### src/rtl/cpu_pkg.sv
// cpu_pkg: shared opcodes, instruction layout and widths for the 8-bit CPU
package cpu_pkg;
    localparam int DATA_W = 8;
    localparam int NUM_REGS = 8;
    localparam int INSTR_W = 9;
    localparam int REG_W = 3;
    localparam logic [2:0] OP_XOR = 3'b000;
    localparam logic [2:0] OP_BEQ = 3'b001;
    localparam logic [2:0] OP_ADDI = 3'b010;
    localparam logic [2:0] OP_ANDI = 3'b011;
    localparam logic [2:0] OP_LS = 3'b100;
    typedef struct packed {
        logic [2:0] opcode;
        logic [REG_W-1:0] rd;
        logic [REG_W-1:0] rs;
    } instr_t;
    function automatic logic writes_reg(input logic [2:0] op);
        return op == OP_XOR || op == OP_ADDI || op == OP_ANDI || op == OP_LS;
    endfunction
    function automatic logic uses_rs2(input logic [2:0] op);
        return op == OP_XOR || op == OP_BEQ;
    endfunction
endpackage

### src/rtl/reg_file.sv
// reg_file: register file with two combinational read ports and one synchronous write port
module reg_file
    import cpu_pkg::*;
(
    input  logic              clk,
    input  logic              rst,
    input  logic [REG_W-1:0]  ra1,
    input  logic [REG_W-1:0]  ra2,
    output logic [DATA_W-1:0] rd1,
    output logic [DATA_W-1:0] rd2,
    input  logic              we,
    input  logic [REG_W-1:0]  wa,
    input  logic [DATA_W-1:0] wd
);
    logic [DATA_W-1:0] regs [NUM_REGS];
    assign rd1 = regs[ra1];
    assign rd2 = regs[ra2];
    always_ff @(posedge clk or posedge rst) begin
        if (rst) begin
            for (int i = 0; i < NUM_REGS; i++) regs[i] <= '0;
        end else if (we) begin
            regs[wa] <= wd;
        end
    end
endmodule

### src/rtl/alu_issue_stage.sv
// alu_issue_stage: decodes instructions, resolves hazards and issues one registered ALU operation per cycle
module alu_issue_stage
    import cpu_pkg::*;
(
    input  logic               Clk,
    input  logic               Reset,
    input  logic               in_valid,
    output logic               in_ready,
    input  logic [INSTR_W-1:0] in_instr,
    output logic               out_valid,
    input  logic               out_ready,
    output logic [2:0]         out_instruction,
    output logic [DATA_W-1:0]  out_input1,
    output logic [DATA_W-1:0]  out_input2,
    output logic [REG_W-1:0]   out_rd,
    output logic               out_wb_en,
    input  logic               wb_valid,
    input  logic [REG_W-1:0]   wb_rd,
    input  logic [DATA_W-1:0]  wb_data
);
    instr_t ins;
    logic [DATA_W-1:0] r1, r2, a, b, op2;
    logic [NUM_REGS-1:0] busy, clr, set, busy_eff;
    logic use_rs2, wr, hazard, accept;
    assign ins = instr_t'(in_instr);
    reg_file u_rf (
        .clk(Clk), .rst(Reset), .ra1(ins.rd), .ra2(ins.rs), .rd1(r1), .rd2(r2),
        .we(wb_valid), .wa(wb_rd), .wd(wb_data)
    );
    always_comb begin
        use_rs2 = uses_rs2(ins.opcode);
        wr = writes_reg(ins.opcode);
        clr = wb_valid ? NUM_REGS'(1) << wb_rd : '0;
        busy_eff = busy & ~clr;
        // rs1 and the destination share [5:3], so one lookup covers both
        hazard = busy_eff[ins.rd] || (use_rs2 && busy_eff[ins.rs]);
        in_ready = (!out_valid || out_ready) && !hazard;
        accept = in_valid && in_ready;
        set = accept && wr ? NUM_REGS'(1) << ins.rd : '0;
        a = wb_valid && wb_rd == ins.rd ? wb_data : r1;
        b = wb_valid && wb_rd == ins.rs ? wb_data : r2;
        op2 = use_rs2 ? b :
              ins.opcode == OP_ADDI ? {{(DATA_W-3){ins.rs[2]}}, ins.rs} :
              ins.opcode == OP_ANDI || ins.opcode == OP_LS ? DATA_W'(ins.rs) : '0;
    end
    always_ff @(posedge Clk or posedge Reset) begin
        if (Reset) begin
            busy <= '0;
            out_valid <= 1'b0;
            out_instruction <= '0;
            out_input1 <= '0;
            out_input2 <= '0;
            out_rd <= '0;
            out_wb_en <= 1'b0;
        end else begin
            busy <= (busy & ~clr) | set;
            if (accept) begin
                out_valid <= 1'b1;
                out_instruction <= ins.opcode;
                out_input1 <= a;
                out_input2 <= op2;
                out_rd <= ins.rd;
                out_wb_en <= wr;
            end else if (out_ready) begin
                out_valid <= 1'b0;
            end
        end
    end
endmodule

### config.mk
export PLATFORM = sky130hd
export DESIGN_NAME = alu_issue_stage
export DESIGN_NICKNAME = d
export VERILOG_FILES = /design/src/rtl/cpu_pkg.sv /design/src/rtl/reg_file.sv /design/src/rtl/alu_issue_stage.sv
export SDC_FILE = /design/constraint.sdc
export NUM_CORES = 1
export LEC_CHECK = 0
export ABC_AREA = 0
export CAP_MARGIN = 10
export CORE_UTILIZATION = 40
export CTS_BUF_LIST = sky130_fd_sc_hd__clkbuf_4
export CTS_CLUSTER_SIZE = 10
export DETAILED_ROUTE_END_ITERATION = 6
export HOLD_SLACK_MARGIN = 0.12
export REMOVE_ABC_BUFFERS = 1
export SLEW_MARGIN = 25
export SYNTH_ARGS = -nofsm -noshare
export SYNTH_HDL_FRONTEND = slang
export SYNTH_HIERARCHICAL = 1
export SYNTH_SLANG_ARGS = --single-unit
### constraint.sdc
create_clock -name Clk -period 2.08 [get_ports Clk]
set_input_delay 0.208 -clock Clk [delete_from_list [all_inputs] [get_ports Clk]]
set_output_delay 0.208 -clock Clk [all_outputs]
set_load 0.02 [all_outputs]
-- Yosys cells after proc, flatten, opt, wreduce, memory -nomap -nowiden
Cells that the tools add are included.
Widths: inputs -> output; s select.
- register bits after elaboration: 96
- input port bits: 25
- logic and storage cells: 75
- $lt $le $gt $ge: 6
- eq/ne operators: 6
- shifts and indexed selects: 2
- mux-type cells: 22
- bitwise logic cells: 6
- reductions and logical operators: 18
- operators by type and width (kind ; count):
    $mux 8 ; 11
    $bwmux 64 ; 1
    $bmux 8 s3 ; 2
    $demux 8 s3 ; 1
    $shl 1x3->8 const A ; 2
    $ge 4x4->1 const B ; 3
    $not 3->4 ; 3
    $and 8x8->8 ; 1
    $lt 3x4->1 const B ; 2
    $not 8->8 ; 1
    $or 8x8->8 ; 1
    $logic_and 1x1->1 ; 7
    $logic_or 1x1->1 ; 7
    $bmux 1 s3 ; 2
    $eq 3x2->1 const B ; 2
    $eq 3x3->1 ; 2
    $lt 4x1->1 const B ; 1
    $mux 1 ; 4
    $eq 3x1->1 const B ; 1
    $eq 3x3->1 const B ; 1
    $logic_not 3->1 ; 1
    $mux 3 ; 1
    $logic_not 1->1 ; 2
    $reduce_bool 2->1 ; 1

-- Longest topological paths before layout
Gate-level depths: netlist (run 1).
- depth in word-level cells: 14
- gate-level depth with buffers: 8
- gate-level depth less buffers: 6

-- Modules after synthesis
The synthesis (run 1) kept the hierarchy.
- by module, submodules not included (module ; instances ; cells each ; area each (um^2) ; seq. area each (um^2)):
    reg_file ; 1 ; 202 ; 3564.7 ; 1601.5
    alu_issue_stage ; 1 ; 165 ; 2039.5 ; 800.8

-- Least setup slack after synthesis (run 1)
Ideal clock, no wire load.
- path kind: in2reg
- from: in wb_rd[1]
- to: reg out_input1[0]
- setup time: 0.125 ns
- data arrival time: 1.954 ns
- data required time: 1.955 ns
- setup slack: 0.000 ns
- cell stages on the path: 8
- buffers on the path: 2
- cell sequence: buf_4 -> inv_2 -> o41ai_4 -> mux4_2 -> a211o_2 -> nand4_4 -> buf_12 -> mux2_4
- cells in the longest elaborated chain, start to end: 11
- elaborated cells on any way between the ends: 16
- classes of those cells: 1 x eq/ne; 1 x shift; 6 x mux; 2 x bitwise; 6 x reduce/logical
- RTL lines (element ; line ; source):
    start, declared ; alu_issue_stage.sv:18 ; input logic [REG_W-1:0] wb_rd,
    $shl 1x3->8 ; alu_issue_stage.sv:33 ; clr = wb_valid ? NUM_REGS'(1) << wb_rd : '0;
    $mux 8 ; alu_issue_stage.sv:33 ;
    $not 8->8 ; alu_issue_stage.sv:34 ; busy_eff = busy & ~clr;
    $and 8x8->8 ; alu_issue_stage.sv:34 ;
    $bmux 1 s3 ; alu_issue_stage.sv:36 ; hazard = busy_eff[ins.rd] || (use_rs2 && busy_eff[ins.rs]);
    $mux 1 (not written as such) ; alu_issue_stage.sv:36 ;
    $logic_and 1x1->1 ; alu_issue_stage.sv:36 ;
    $logic_or 1x1->1 ; alu_issue_stage.sv:36 ;
    $logic_not 1->1 ; alu_issue_stage.sv:37 ; in_ready = (!out_valid || out_ready) && !hazard;
    $logic_and 1x1->1 ; alu_issue_stage.sv:37 ;
    $logic_and 1x1->1 ; alu_issue_stage.sv:38 ; accept = in_valid && in_ready;
    end signal, assigned ; alu_issue_stage.sv:51 ; out_input1 <= '0;
    end signal, assigned ; alu_issue_stage.sv:60 ; out_input1 <= a;
    end, declared ; alu_issue_stage.sv:13 ; output logic [DATA_W-1:0] out_input1,
Several ways; a longest one is shown, not always the timed one. The select of a mux whose other input is x is not followed.
A chain may end at the register's enable or synchronous reset.

-- Worst setup path in the final report (run 1)
- from: reg busy[2]
- to: reg out_input2[0]
- cells in the longest elaborated chain, start to end: 8
- elaborated cells on any way between the ends: 10
- classes of those cells: 4 x mux; 1 x bitwise; 5 x reduce/logical
- RTL lines (element ; line ; source):
    start, declared ; alu_issue_stage.sv:23 ; logic [NUM_REGS-1:0] busy, clr, set, busy_eff;
    start signal, assigned ; alu_issue_stage.sv:56 ; busy <= (busy & ~clr) | set;
    $and 8x8->8 (*) ; alu_issue_stage.sv:34 ;
    $bmux 1 s3 ; alu_issue_stage.sv:36 ;
    $mux 1 (not written as such) ; alu_issue_stage.sv:36 ;
    $logic_and 1x1->1 ; alu_issue_stage.sv:36 ;
    $logic_or 1x1->1 (*) ; alu_issue_stage.sv:36 ;
    $logic_not 1->1 (*) ; alu_issue_stage.sv:37 ;
    $logic_and 1x1->1 (*) ; alu_issue_stage.sv:37 ;
    $logic_and 1x1->1 (*) ; alu_issue_stage.sv:38 ;
    end signal, assigned ; alu_issue_stage.sv:61 ; out_input2 <= op2;
    end, declared ; alu_issue_stage.sv:14 ; output logic [DATA_W-1:0] out_input2,
Every way passes the cells marked *; elsewhere a longest branch is shown, timed or not. The select of a mux whose other input is x is not followed.

==> qor.yml, run 1 <==
placeableCoreArea_sq_um: 13450
cp_startpoint_kind: "register"
asyncSetResetFlopFracSynth_pct: 100.0
finalSetupTns_ns: -1.925
setup_violations: 23
io-pin-count: 50
pin_count_of_the_biggest_net_entering_global_routing: 33
finish.instance_area_sq_um: 7057
portBuffers: 49
vias: 3711
layout_worst_path_cycle_share_pct: 107.5
final_weighted_congestion_in_routability_driven_placement: 0.8243
ys_dominant_reg_cell: "dfrtp_1"
cts_htree_levels: 3
timing.critical_path.required_ns: 2.44
post-place-ws_ns: -0.6339
synth_top_cell_area_share_pct: 42.87
drc_violations_left: 0
netlist_instances: 367
die_area_sq_um: 14490
hold_path_class: "in2reg"
combinationalPowerShare_pct: 38.2
first_global_vias: 4023
drv.max_cap_violation_count: 0
power_leakage_nw: 3.123
p_sw_w: 0.001835
synthTopCellsByArea: "dfrtp_1, mux2_2, mux4_1, mux2_4, mux2i_1"
die_x_um: 120.4
postSynthAreaPerCell_sq_um: 15.27
crit_end: "out_input2[0]$_DFFE_PP0P_"
clock_sinks: 96
report.final.slew_viol_count: 0
max_freq_ghz: 0.4472
fillCellCount: 1157
ff2ff_path_depth: 8
slew_headroom_pct: 67.33
hold-worst-slack_ns: 0.2368
tritoncts_clock_tree: "built"
via_per_inst: 5.631
numPlacedInstances: 633
die_height_um: 120.4
clock-root-buffer: "clkbuf_4"
r2r-start: "busy[2]$_DFF_PP0_"
post_layout_nonfiller_instances: 659
synthToLayoutAreaGrowth_pct: 25.92
power.ir.vdd_worst_v: 0.0004852
total_of_flip_flops_plus_latches_after_synthesis: 96
hold_violations: 0
power_frac_seq_pct: 44.7
gr-total-overflow: 0
cp_capture_type: "register"
synth_edf_count: 0
clockBufferDepth: 2
yosys.cell_types.count: 45
critical_path.max_fanout: 7
path_class: "reg2reg"
synth.yosys.seq_area_share_pct: 42.87
seq_area_sq_um: 2402
failed_checks: "negative setup slack"
clkTransAtPathRegs_ns: 0.15
placed_cell_area_sq_um: 6759
floorplan.rows: 42
total_number_of_nets_in_the_final_design: 503
status: "finished, violations left"
drt-wirelength-per-cell_um: 21.75
synth_top_cell_by_area: "dfrtp_1"
count_of_warnings_emitted_by_yosys: 6
cts_buf_count: 9
post_route_wl_mm: 14.33
antenna_violating_nets_post_route: 0
drive_gt1_share_pct: 48.03
intPower_w: 0.004117
grtUsageTotal_pct: 21.48
drt_iter0_drc: 189
antenna_found_initial: 0
grt_pass1_wl_mm: 23.10
insertedDiodeCount: 0
arrival_ns: 2.60
detailed_place_hpwl_mm: 9.413
finClkSkew_ns: 0.01642
initial_core_util_pct: 41.66
finalCriticalPeriod_ns: 2.236
pwr_dens_nw_per_um2: 843.5
crit_start: "busy[2]$_DFF_PP0_"
r2r_slack_ns: -0.16
synthesis.area_sq_um: 5604
post-route-worst-setup-slack_ns: -0.1559
rsz0062_at_grt: "true"
clk_latency_ns: 0.48
netSwitchingFraction_pct: 30.83
clock_network_fraction_of_design_power_pct: 17.2
worstMarginPinSlew_ns: 0.4893
r2r_end: "out_input2[0]$_DFFE_PP0P_"
multi_input_area_sq_um: 2959
firstDrtPassIters: 4
==> metal layers <==
| layer | up-vias | part of all wire [%] | GRT usage (%) |
|---|---|---|---|
| li1 | 1663 | - | - |
| met1 | 1924 | 48 | 29.83 |
| met2 | 102 | 47 | 34.52 |
| met3 | 22 | 3.7 | 2.642 |
| met4 | 0 | 1.9 | 7.948 |
| met5 | - | 0 | 0 |
==> how the worst min path moves through the flow <==
stage,to,slack [ns],cells after the start,from
after floorplan,busy[2]$_DFF_PP0_,0.31,1,in_instr[3]
after global placement,out_instruction[0]$_DFFE_PP0P_,0.48,1,out_instruction[0]$_DFFE_PP0P_
after detailed placement,out_input2[6]$_DFFE_PP0P_,0.50,1,out_input2[6]$_DFFE_PP0P_
after CTS,busy[3]$_DFF_PP0_,0.37,5,wb_rd[2]
after global routing,busy[0]$_DFF_PP0_,0.23,4,wb_rd[1]
final,busy[0]$_DFF_PP0_,0.24,4,wb_rd[1]
==> sequential cells by signal, indices dropped and copies added (netlist names) <==
signal           count
busy                 8
out_input1           8
out_input2           8
out_instruction      3
out_rd               3
out_valid            1
out_wb_en            1
u_rf/regs           64
==> stage by stage <==
stage                     utilization [%]  total power [W]
after floorplan                         -         0.003930
final                               52.46         0.005953
after CTS                           52.90         0.006038
after global routing                52.46         0.006274
after detailed placement            50.24         0.004879
after global placement              50.24         0.004804
==> cell families (layout without fill, tap and decap cells) <==
family,count (synthesis),after routing,synth area share [%]
compound gates,30,30,5.559
xor+xnor,6,6,0.9377
buf+inv,38,154,5.068
flops,96,96,42.87
mux,153,153,40.46
simple gates,44,44,5.113
==> layout make-up <==
| class | count | share of cell area (%) |
|---|---|---|
| clock buffers | 10 | 1.064 |
| clock inverters | 6 | 0.8333 |
| inverters | 9 | 0.4787 |
| multi-input cells | 233 | 41.93 |
| flip-flops and latches | 96 | 34.04 |
| well taps | 176 | 3.121 |
| repair buffers | 129 | 18.53 |
==> Yosys cell counts, types with 3 or more instances <==
library cell / number
o31ai_1: 6
inv_2: 3
mux2_4: 20
nor2_1: 6
nor4bb_1: 3
o22ai_1: 3
o41ai_4: 3
o41ai_2: 4
buf_1: 4
mux2i_1: 9
nand4_1: 5
o21ai_0: 5
xnor2_1: 6
nand3_1: 3
clkbuf_1: 4
nand2_1: 12
inv_1: 5
buf_6: 8
buf_8: 3
buf_2: 6
mux4_1: 29
mux2_2: 89
dfrtp_1: 96
mux4_2: 4
nand4b_1: 5
==> placed cells by master, fill, tap and decap left out, types with 2 or more instances in the layout <==
cell type and n:
nand3_1 3, a21oi_1 2, clkinv_1 3, mux2_2 89
o31ai_2 2, clkdlybuf4s50_1 44, a32oi_1 2, o41ai_2 4
o22ai_1 3, o31ai_1 4, buf_8 2, nand2_1 12
nand2b_1 2, xnor2_1 6, o21ai_0 5, mux4_1 29
buf_6 6, inv_1 4, nand4b_1 5, inv_2 4
buf_4 57, o41ai_4 3, nor4bb_2 3, dfrtp_1 96
dlygate4sd2_1 3, mux2_4 22, mux2i_1 9, mux4_2 4
clkbuf_4 10, buf_12 15, nor2_1 6, nand4_1 5
==> worst max-delay path: stages, from the launching register on <==
cell and delay, ns:
dfrtp_1 0.41, o41ai_4 0.09, mux4_2 0.47, a211o_2 0.32
buf_4 0.14, nand4_4 0.15, buf_12 0.13, buf_12 0.12
mux2_4 0.30
==> power groups by stage <==
stage               registers [W]  logic [W]  clock network, W
global placement          0.00265    0.00215                 0
global route              0.00272    0.00242           0.00113
CTS                       0.00266    0.00232           0.00106
floorplan                 0.00280    0.00113                 0
detailed placement        0.00269    0.00219                 0
finish                    0.00266    0.00227           0.00102
==> timing repair <==
item	in CTS	in global routing
endpoints found under the setup margin	26	29
pin swaps	6	1
hold endpoints to repair	18	0
hold buffers	1	0
cloned	2	0
gates resized for setup	28	1
setup buffers	9	0
(Power assumes the default switching activity.)
==> inputs of run 2 (changes only) <==
--- a/config.mk
+++ b/config.mk
@@ -7,3 +7,2 @@
 export LEC_CHECK = 0
-export ABC_AREA = 0
 export CAP_MARGIN = 10
--- a/constraint.sdc
+++ b/constraint.sdc
@@ -3,2 +3,2 @@
 set_output_delay 0.208 -clock Clk [all_outputs]
-set_load 0.02 [all_outputs]
+set_load 0.1 [all_outputs]
==> run 2 against run 1 <==
Net effect: first-iteration DRC count is 13% lower; largest cell class unchanged; sequential power about the same; global-route usage is 0.76 points lower; cell count decreased by 0.46%; hold slack improved by 0.18 ns; via count fell by 2.0%; the flow still finishes with violations (negative setup slack); maximum frequency down 3.4%; sequential cell count did not move; clock power decreased by 12%.
==> qor.yml, run 2 (same netlist as run 1, synthesis figures left out) <==
status: "finished, violations left"
failed_checks: "negative setup slack"
initial_core_util_pct: 41.66
pwr_dens_nw_per_um2: 984.5
drt-wirelength-per-cell_um: 21.01
setup_violations: 23
drv.max_cap_violation_count: 0
clk_latency_ns: 0.48
die_height_um: 120.4
drive_gt1_share_pct: 52.92
report.final.slew_viol_count: 0
critical_path.cell_chain: "o41ai_4, mux4_2, a211o_4, and3_4, buf_12"
arrival_ns: 2.11
first_global_vias: 3874
cts_buf_count: 9
power.ir.vdd_worst_v: 0.0006387
post-route-worst-setup-slack_ns: -0.2349
layout_worst_path_cycle_share_pct: 111.3
firstDrtPassIters: 4
die_x_um: 120.4
io-pin-count: 50
gr-total-overflow: 0
insertedDiodeCount: 0
vias: 3636
final_weighted_congestion_in_routability_driven_placement: 0.8915
path_class: "reg2out"
clkTransAtPathRegs_ns: 0.14
clock_sinks: 96
drt_iter0_drc: 165
placeableCoreArea_sq_um: 13450
grtUsageTotal_pct: 20.72
via_per_inst: 5.543
fin_util_pct: 51.61
number_of_flip_flops_under_the_largest_register_name: 64
fillCellCount: 1161
detailed_place_hpwl_mm: 9.267
post-place-ws_ns: -0.5343
power_leakage_nw: 3.116
finClkSkew_ns: 0.02022
mostFrequentLayoutCells: "dfrtp_1, mux2_2, buf_4, mux4_1, mux2_4"
mostFrequentLayoutCell: "dfrtp_1"
max_freq_ghz: 0.4320
hold_violations: 0
clockBufferDepth: 2
crit_path_max_incr_delay_ns: 0.48
portBuffers: 49
hold_path_class: "in2reg"
cts_htree_levels: 3
tritoncts_clock_tree: "built"
cp_capture_type: "output port"
pin_count_of_the_biggest_net_entering_global_routing: 42
timing.critical_path.required_ns: 1.87
grt_pass1_wl_mm: 22.27
critical_path.max_fanout: 2
total_number_of_nets_in_the_final_design: 500
max_flop_register: "u_rf/regs"
cp_startpoint_kind: "register"
antenna_found_initial: 0
rsz0062_at_grt: "true"
synthToLayoutAreaGrowth_pct: 23.89
critical_path.slowest_cell: "mux4_2"
slew_headroom_pct: 70.74
worst_path_dominant_cell_family: "multiplexers"
finalCriticalPeriod_ns: 2.315
clock-root-buffer: "clkbuf_4"
worstMarginPinSlew_ns: 0.4389
floorplan.rows: 42
die_area_sq_um: 14490
post_route_wl_mm: 13.78
drc_violations_left: 0
timing.critical_path.buf_inv: 1
antenna_violating_nets_post_route: 0
-- run 2: cell count changes in the layout (fill, tap and decap cells not counted), sizes merged --
cell           delta
inv               -1
buf              +21
clkinv            +1
bufinv            -1
clkdlybuf4s50    -23
-- run 2: worst min-delay path, stage by stage --
cell           delay (ns)
dlygate4sd2_1        0.27
inv_2                0.11
o41ai_4              0.09
buf_4                0.13
o41ai_2              0.04
-- run 2: area by class of cell --
type / instances / area, sq um / share of cell area, %
clock buffer: 11 / 82.58 / 1.189
clock inverter: 5 / 33.78 / 0.4866
sequential: 96 / 2402 / 34.60
multi-input combinational: 233 / 2983 / 42.96
tap: 176 / 220.2 / 3.172
inverter: 9 / 36.28 / 0.5226
timing repair buffer: 126 / 1185 / 17.07
-- run 2: timing repair --
action                                  in CTS  in global routing
endpoints found under the setup margin      15                 32
gates resized for setup                     24                  9
hold buffers                                 1                  0
cloned                                       2                  0
pin swaps                                    3                  2
setup buffers                                8                  1
hold endpoints to repair                     7                  0
-- run 2: power breakdown --
part	total, W	leakage, nW	switching, W	internal [W]
clock	0.000894	0.0645	0.000623	0.000271
sequential	0.00266	1.17	0.000327	0.00234
combinational	0.00328	1.88	0.00194	0.00133
-- run 2: per-stage QoR --
stage	power, W	TNS, ns	instances	hold slack (ns)	area [sq um]
after floorplan	0.005000	-0.7166	338	0.3069	5354
after global placement	0.005837	-16.14	631	0.4842	6656
after detailed placement	0.005899	-17.49	631	0.4843	6656
after CTS	0.006908	-2.950	658	0.3580	6975
after global routing	0.007186	-4.648	656	0.3783	6943
final	0.006835	-2.505	656	0.4131	6943
-- run 2: path summary, 6_finish.rpt --
| path | startpoint | end | slack [ns] | cells past startpoint |
|---|---|---|---|---|
| worst max-delay path | busy[2]$_DFF_PP0_ | in_ready | -0.23 | 5 |
| worst min-delay path | wb_rd[1] | busy[3]$_DFF_PP0_ | 0.41 | 5 |
| worst max register to register | busy[2]$_DFF_PP0_ | out_rd[0]$_DFFE_PP0P_ | -0.18 | 8 |
| worst min register to register | out_input1[5]$_DFFE_PP0P_ | out_input1[5]$_DFFE_PP0P_ | 0.53 | 1 |
| max in group asynchronous | Reset | out_input1[5]$_DFFE_PP0P_ | 1.02 | 4 |
| min in group asynchronous | Reset | u_rf/regs[32]$_DFFE_PP0P_ | 0.54 | 3 |
-- run 2: per-layer routing --
metal	global-route usage [%]	wire, um	part of all wire (%)	vias up
li1	-	-	-	1659
met1	28.08	6431	47	1887
met2	33.76	6609	48	80
met3	5.236	622	4.5	10
met4	4.090	116	0.84	0
met5	0	0	0	-
